`config.mk`:
```
export PLATFORM = sky130hd
export DESIGN_NAME = timer_multi
export DESIGN_NICKNAME = d
export VERILOG_FILES = /design/src/rtl/timer_multi.sv
export SDC_FILE = /design/constraint.sdc
export NUM_CORES = 1
export LEC_CHECK = 0
export CORE_ASPECT_RATIO = 0.9
export CORE_MARGIN = 2
export CORE_UTILIZATION = 45
export DETAILED_ROUTE_END_ITERATION = 16
export PLACE_DENSITY = 0.76
export SYNTH_ARGS = -nofsm -noshare
export SYNTH_HDL_FRONTEND = slang
export SYNTH_SLANG_ARGS = --single-unit
export TNS_END_PERCENT = 1
```
`constraint.sdc`:
```
create_clock -name clk -period 2.75 [get_ports clk]
set_input_delay 0.4125 -clock clk [delete_from_list [all_inputs] [get_ports clk]]
set_output_delay 0.4125 -clock clk [all_outputs]
set_load 0.005 [all_outputs]
```
`src/rtl/timer_multi.sv`:
```
// timer_multi: multi-channel programmable down-counter timer on the peripheral bus.
// Each channel runs one-shot or periodic, latches a W1C pending flag on expiry
// and drives a maskable interrupt; irq_any ORs all channel interrupts.
module timer_multi #(
   parameter int NUM_CH = 2,
   parameter int WIDTH  = 32,
   parameter int ADDR_W = 4
) (
   input  logic              clk,
   input  logic              rst,
   input  logic [ADDR_W-1:0] addr,
   input  logic              we,
   input  logic [31:0]       wdata,
   output logic [31:0]       rdata,
   output logic [NUM_CH-1:0] irq,
   output logic              irq_any
);

   localparam int CH_W = ADDR_W - 2;

   typedef enum logic [1:0] {
      IDLE = 2'd0,
      LOAD = 2'd1,
      CNT  = 2'd2,
      DONE = 2'd3
   } state_t;

   logic [CH_W-1:0] ch_sel;
   logic [1:0]      reg_sel;

   assign ch_sel  = addr[ADDR_W-1:2];
   assign reg_sel = addr[1:0];

   // Per-channel register views, zero-extended to the bus width for the read mux.
   logic [31:0] ctrl_rd   [NUM_CH];
   logic [31:0] preset_rd [NUM_CH];
   logic [31:0] count_rd  [NUM_CH];
   logic [31:0] status_rd [NUM_CH];

   for (genvar gi = 0; gi < NUM_CH; gi++) begin : g_ch
      state_t            state_reg, state_next;
      logic              en_reg, en_next;
      logic              mode_reg, mode_next;
      logic              im_reg, im_next;
      logic              pend_reg, pend_next;
      logic [WIDTH-1:0]  preset_reg, preset_next;
      logic [WIDTH-1:0]  count_reg, count_next;
      logic              sel, wr_ctrl, wr_preset, wr_status, en_rise;

      assign sel       = (ch_sel == CH_W'(gi));
      assign wr_ctrl   = we && sel && (reg_sel == 2'd0);
      assign wr_preset = we && sel && (reg_sel == 2'd1);
      assign wr_status = we && sel && (reg_sel == 2'd3);
      // An enabling write is one that turns en from 0 to 1.
      assign en_rise   = wr_ctrl && wdata[0] && !en_reg;

      // Bus writes first, then FSM effects; later assignments take priority so a
      // hardware pending set beats a same-edge W1C, and one-shot expiry clears en.
      always_comb begin
         state_next  = state_reg;
         en_next     = en_reg;
         mode_next   = mode_reg;
         im_next     = im_reg;
         pend_next   = pend_reg;
         preset_next = preset_reg;
         count_next  = count_reg;

         if (wr_ctrl) begin
            en_next   = wdata[0];
            mode_next = wdata[1];
            im_next   = wdata[3];
         end
         if (wr_preset) begin
            preset_next = wdata[WIDTH-1:0];
         end
         if (wr_status && wdata[0]) begin
            pend_next = 1'b0;
         end

         case (state_reg)
            IDLE: begin
               if (wr_preset || en_rise) begin
                  state_next = LOAD;
               end
            end
            LOAD: begin
               count_next = preset_reg;
               // An enable arriving during LOAD restarts the load so the
               // enable-to-expiry latency stays the same as from IDLE.
               if (en_rise) begin
                  state_next = LOAD;
               end else if (en_reg) begin
                  state_next = CNT;
               end else begin
                  state_next = IDLE;
               end
            end
            CNT: begin
               if (!en_reg) begin
                  state_next = IDLE;
               end else if (count_reg > WIDTH'(1)) begin
                  count_next = count_reg - WIDTH'(1);
               end else begin
                  count_next = '0;
                  pend_next  = 1'b1;
                  state_next = DONE;
               end
            end
            DONE: begin
               if (mode_reg) begin
                  state_next = LOAD;
               end else begin
                  en_next    = 1'b0;
                  state_next = IDLE;
               end
            end
            default: state_next = IDLE;
         endcase
      end

      // Channel state register with synchronous reset.
      always_ff @(posedge clk) begin
         if (rst) begin
            state_reg  <= IDLE;
            en_reg     <= 1'b0;
            mode_reg   <= 1'b0;
            im_reg     <= 1'b0;
            pend_reg   <= 1'b0;
            preset_reg <= '0;
            count_reg  <= '0;
         end else begin
            state_reg  <= state_next;
            en_reg     <= en_next;
            mode_reg   <= mode_next;
            im_reg     <= im_next;
            pend_reg   <= pend_next;
            preset_reg <= preset_next;
            count_reg  <= count_next;
         end
      end

      assign irq[gi]       = pend_reg & im_reg;
      assign ctrl_rd[gi]   = {28'd0, im_reg, 1'b0, mode_reg, en_reg};
      assign preset_rd[gi] = 32'(preset_reg);
      assign count_rd[gi]  = 32'(count_reg);
      assign status_rd[gi] = {31'd0, pend_reg};
   end

   assign irq_any = |irq;

   // Combinational read mux; unmapped channel indices read as zero.
   always_comb begin
      rdata = '0;
      for (int i = 0; i < NUM_CH; i++) begin
         if (ch_sel == CH_W'(i)) begin
            case (reg_sel)
               2'd0:    rdata = ctrl_rd[i];
               2'd1:    rdata = preset_rd[i];
               2'd2:    rdata = count_rd[i];
               default: rdata = status_rd[i];
            endcase
         end
      end
   end

endmodule

```
==> impl_metrics.toml, run 1 <==
[yosys]
synthTopCellsByArea = "dfxtp_1 (35%), nand2_1 (9.5%), a21oi_1 (7.3%)"
synthCells = 1077
netlist_top_cells_count = "nand2_1 (202), dfxtp_1 (140), a21oi_1 (117), clkbuf_1 (79), o21ai_0 (72)"
ys_warn_count = 0
yosysSeqAreaShare_pct = 35.1
synth_most_common_cell = "nand2_1"
syn_area_per_cell_um2 = 7.42
synthFlopType = "dfxtp_1"
synth_top_area_share_pct = 35.1
synth.largest_area_cell = "dfxtp_1"
synth.cell_area_um2 = 7990
syn_nets = 1120
synth_edf_count = 0
yosysUniqueCellTypes = 63
async_reset_ff_share_pct = 0
synth_seq_cells = 140

[sta]
period_share_pct = 101
slew_viol_final = 0
clock.fmax_mhz = 360
maxSlewHeadroom_pct = 55.1
rsz0062_at_grt = "yes"
setup_tns_ns = -0.0796
finalWorstSetupSlack_ns = -0.0277
fin_skew_ns = 0.00551
fin_crit_ns = 2.78
hold_viol_final = 0
holdWs_ns = 0.475
finalSetupViolCount = 5
tightest_slew_ns = 0.674

[power_and_ir_drop]
power.switching_mw = 1.52
clkPwrFrac_pct = 42.1
p_int_mw = 3.89
p_leak_nw = 3.53
power_frac_seq_pct = 39.5
swShare_pct = 28.1
power_frac_comb_pct = 18.3
power_density_nw_per_um2 = 552
worst_ir_drop_vdd_mv = 0.453

[worst_setup_path]
r2r_cells = 6
regToRegStartpoint = "g_ch[1].count_reg[9]"
rrSetupSlack_ns = 0.25
r2r-end = "g_ch[1].count_reg[24]"
setup.worst_path.start_class = "primary input"
cp-end-kind = "primary output"
cp_data_arrival_time_ns = 2.37
crit_fanout = 24
crit_start = "addr[0]"
criticalPathCategory = "in -> out"
worstPathRequired_ns = 2.34

[grt]
antenna_found_initial = 1
overflow = 0
grt_pass1_wl_um = 42400
grt_use_total_pct = 29.0
grt_pass1_vias = 7762
grt_start_max_net_pins = 67

[place]
place_hpwl_um = 18900
io_buffer_count = 73
gp_congestion = 0.969

[status]
violations = "negative setup slack"
status = "complete, but fails checks"

[clocking]
cts_tree = "done"
clockBufferDepth = 2
worstSkewPairLatency_ns = 0.42
cts.clk_slew.worst_paths_ns = 0.06
htreeDepth = 4
cts.sink_count = 140
root_buffer = "clkbuf_16"
cts_buffers = 17
cts_hold_buf = 0

[floorplanning]
fp.dieH_um = 130
std_cell_rows = 46
die-width_um = 144
start_util_pct = 45.7
io_pins = 74
core_area_um2 = 17500
dieArea_um2 = 18800

[drt]
drc = 0
first_pass_iters = 6
viasPerCell = 6.34
vias = 8744
wire_per_inst_um = 19.9
drtIter0Drc = 1104
ant_nets = 0
routed_wl_um = 27500

[hold_path]
hp-start = "g_ch[1].preset_reg[20]"
whs_endpoint = "g_ch[1].preset_reg[20]"
hold_class = "reg -> reg"
min_path_cells = 2

[final_layout]
nNetsFinal = 1171
layout-drive-gt1-share_pct = 10.2
syn_to_final_growth_pct = 22.7
antennaDiodeCount = 0

[run]
maxCapViolCount = 0
## power groups by stage
stage	Clock [mW]	Combinational (mW)	Sequential (mW)
4_1_cts	2.29	0.967	2.14
5_1_grt	2.37	1.07	2.14
3_3_place_gp	0	0.933	2.18
3_5_place_dp	0	0.945	2.18
2_1_floorplan	0	0.641	2.15
6_report	2.28	0.992	2.14
## routing by layer
layer | up-vias | global-route usage [%] | part of all wire, %
met3 | 71 | 7.84 | 11
met4 | 0 | 10.5 | 2.7
met1 | 4114 | 39.5 | 42
li1 | 4023 | - | -
met5 | - | 0 | 0
met2 | 536 | 44.4 | 45
## layout make-up
cell class,instances,area [µm²]
Fill cell,1650,7690
Multi-Input combinational cell,833,4840
Sequential cell,140,2800
Timing Repair Buffer,122,1230
Clock buffer,24,492
Tap cell,240,300
Clock inverter,7,87.6
Inverter,14,52.6
## worst max-delay path by stage
stage | to | slack, ns | cells after the start
3_5_place_dp | rdata[30] | -0.07 | 6
2_1_floorplan | rdata[11] | 0.44 | 6
3_3_place_gp | rdata[30] | -0.03 | 6
6_report | rdata[4] | -0.03 | 8
5_1_grt | rdata[15] | -0.11 | 8
4_1_cts | rdata[16] | 0.002 | 8
## critical path, cell delays in order
cell,delay (ns)
clkdlybuf4s50_1,0.45
buf_4,0.16
nor2b_4,0.18
buf_12,0.15
buf_16,0.17
a22oi_1,0.13
o22ai_1,0.17
clkdlybuf4s50_1,0.53
## through the flow
step,instances,instance area [µm²],power [mW],worst slack [ns],utilization (%)
6_report,1380,9810,5.41,-0.0277,56.1
5_1_grt,1380,9810,5.59,-0.106,56.1
4_1_cts,1380,9730,5.39,0.00174,55.6
3_5_place_dp,1347,9100,3.12,-0.0718,52.0
3_3_place_gp,1347,9100,3.11,-0.0322,52.0
2_1_floorplan,1077,7990,2.79,0.437,-
## repair_timing
item                                    in CTS  in global routing
gates resized for setup                      4                 20
gates cloned                                 1                  0
pin swaps                                    1                  6
setup buffers                                1                  0
endpoints found under the setup margin      10                 30
## layout by cell type (no fill, tap or decap), types with 5 or more instances in the layout
cell type        count
o21ai_0             72
xor2_1               9
o21a_1               9
a221oi_1             5
a21oi_1            117
o22ai_1             26
xnor2_1              9
clkbuf_16           17
o22ai_2              8
nor4_1              14
a22oi_1             61
or2_2                6
nand2b_1            14
dlymetal6s2s_1      13
mux2i_1             18
buf_12               7
nor2_1              63
a211oi_1            47
nand2_1            202
nand3_1             17
nor3_1              31
or3_1                8
and2_1               5
dfxtp_1            140
buf_4               42
clkdlybuf4s50_1     57
nand4_1              9
o31ai_1              7
inv_1               14
## cell families (layout without fill, tap and decap cells)
family,count (synthesis),in the layout,share of synthesized area [%]
fa+ha+maj,4,4,0.626
mux,24,24,3.38
simple gates,410,410,24.4
buf+inv,104,167,5.26
compound gates,377,377,29.3
xor+xnor,18,18,1.97
flops,140,140,35.1
No activity file was read; power rests on OpenSTA's default activity.
==> run 2: changes to the inputs <==
Settings changed: GPL_TIMING_DRIVEN set to 0.
==> run 2 against run 1 <==
The flow still finishes with violations (negative setup slack). Worst hold slack worse by 0.0025 ns. Global-route usage up 1.7 points. Final area up 1.1%. Clock-buffer cell count down 2. First-iteration DRC count up 0.82%. Critical path depth down 1. Clock power up 16%. Power up 6.6%. Flip-flop and latch count unchanged. Core utilization up 0.63 points. Wire length up 5.5%.
==> impl_metrics.toml, run 2 (synthesized netlist as in run 1, its figures left out) <==
[clocking]
root_buffer = "clkbuf_16"
clockBufferDepth = 2
cts.sink_count = 140
cts_buffers = 17
cts.clk_slew.worst_paths_ns = 0.07
cts_tree = "done"
worstSkewPairLatency_ns = 0.44
htreeDepth = 4

[worst_setup_path]
cp-end-kind = "primary output"
cp_slowest_cell = "clkdlybuf4s50_1"
crit_family = "buffers and inverters"
setup.worst_path.start_class = "primary input"
path_buf_inv = 5
criticalPathCategory = "in -> out"
cp_cell_sequence = "dlygate4sd2_1 > or2_2 > clkbuf_1 > clkbuf_4 > buf_2 > o22ai_1 > clkdlybuf4s50_1"
cp_slowest_stage_delay_ns = 0.55
worstPathRequired_ns = 2.34
cp_data_arrival_time_ns = 2.39
crit_fanout = 10

[place]
io_buffer_count = 72
place_hpwl_um = 21300
place_area_um2 = 9010
gp_congestion = 0.973
dp_cells = 1389

[status]
status = "complete, but fails checks"
violations = "negative setup slack"

[grt]
antenna_found_initial = 0
grt_pass1_wl_um = 44100
overflow = 0
grt_start_max_net_pins = 17
grt_pass1_vias = 8149
grt_use_total_pct = 30.7

[final_layout]
syn_to_final_growth_pct = 24.1
layout_commonest_cell = "nand2_1"
layout-drive-gt1-share_pct = 8.47
layout_common_cells = "nand2_1 (202), dfxtp_1 (140), a21oi_1 (117), o21ai_0 (72), nor2_1 (65)"
fin_util_pct = 56.7
final_area_um2 = 9920
antennaDiodeCount = 0
n_fill_cell = 1655
nNetsFinal = 1211
finalNonFillerCells = 1421

[sta]
slew_viol_final = 0
hold_viol_final = 0
fin_crit_ns = 2.80
fin_skew_ns = 0.00853
period_share_pct = 102
rsz0062_at_grt = "yes"
maxSlewHeadroom_pct = 37.6
holdWs_ns = 0.473
tightest_slew_ns = 0.936
finalWorstSetupSlack_ns = -0.0524
clock.fmax_mhz = 357
finalSetupViolCount = 3

[drt]
routed_wl_um = 29000
ant_nets = 0
vias = 9079
viasPerCell = 6.39
drc = 0
first_pass_iters = 7
wire_per_inst_um = 20.4
drtIter0Drc = 1113

[power_and_ir_drop]
power_density_nw_per_um2 = 581
worst_ir_drop_vdd_mv = 0.421
p_leak_nw = 3.44

[floorplanning]
io_pins = 74
die-width_um = 144
fp.dieH_um = 130
start_util_pct = 45.7
std_cell_rows = 46
dieArea_um2 = 18800
core_area_um2 = 17500

[hold_path]
hold_class = "reg -> reg"

[run]
maxCapViolCount = 0
-- run 2: cell types whose count changed in the layout (fill, tap and decap cells not counted), moves of 4 or more --
cell / before / now
dlygate4sd2_1: 2 / 19
clkbuf_1: 3 / 63
buf_4: 42 / 3
clkbuf_2: 0 / 6
clkdlybuf4s50_1: 57 / 48
clkbuf_4: 0 / 4
buf_2: 0 / 4
buf_12: 7 / 0
dlymetal6s2s_1: 13 / 5
clkbuf_8: 4 / 9
-- run 2: layout make-up --
cell class / instances / area [µm²] / share of cell area [%]
repair buffers: 72 / 709 / 7.15
multi-input cells: 833 / 4900 / 49.4
flip-flops and latches: 140 / 2800 / 28.3
well taps: 240 / 300 / 3.03
clock inverters: 10 / 185 / 1.87
inverters: 14 / 52.6 / 0.530
plain buffers: 90 / 485 / 4.89
clock buffers: 22 / 484 / 4.88
-- run 2: path summary, 6_finish.rpt --
path                                              from                     end  slack, ns  depth (start not counted)
worst max-delay path                           addr[3]               rdata[23]      -0.05                          7
worst min-delay path            g_ch[0].preset_reg[13]  g_ch[0].preset_reg[13]       0.47                          2
worst max register to register    g_ch[1].count_reg[0]   g_ch[1].count_reg[24]       0.06                          8
worst min register to register  g_ch[0].preset_reg[13]  g_ch[0].preset_reg[13]       0.47                          2
-- run 2: per-stage QoR --
stage	setup WS [ns]	total power, mW	setup TNS [ns]
floorplan	0.437	2.79	0
global placement	-1.39	3.07	-37.43
detailed placement	-1.42	3.08	-37.14
CTS	-0.222	5.70	-2.37
global route	-0.106	5.91	-0.686
finish	-0.0524	5.76	-0.0850
-- run 2: power breakdown --
group          switching [mW]  total [mW]  internal [mW]  leakage [nW]
clock                   0.944        2.65           1.70         0.315
sequential             0.0572        2.13           2.07          1.13
combinational           0.615       0.989          0.374          1.99
-- run 2: metal layers --
layer	global-route usage, %	vias up	routed length [µm]
li1	-	4118	-
met1	42.9	4334	12400
met2	46.1	551	12400
met3	6.38	76	3200
met4	13.3	0	945
met5	0	-	0
-- run 2: worst register-to-register path: cells and delay by family (launching register included) --
family                     cells  cell delay [ns]
AOI/OAI and AO/OA              1             0.10
DFF                            1             0.37
adders and majority gates      1             0.33
buffers and inverters          1             0.10
and+or+nand+nor                4             1.52
xor gates and xnor gates       1             0.15
-- run 2: what timing repair did --
item                                    in CTS  in global routing
pin swaps                                   10                  5
endpoints found under the setup margin      34                 57
hold buffers                                 0                  0
cloned                                       0                  0
resized for setup                           73                 19
buffers inserted                             0                  0
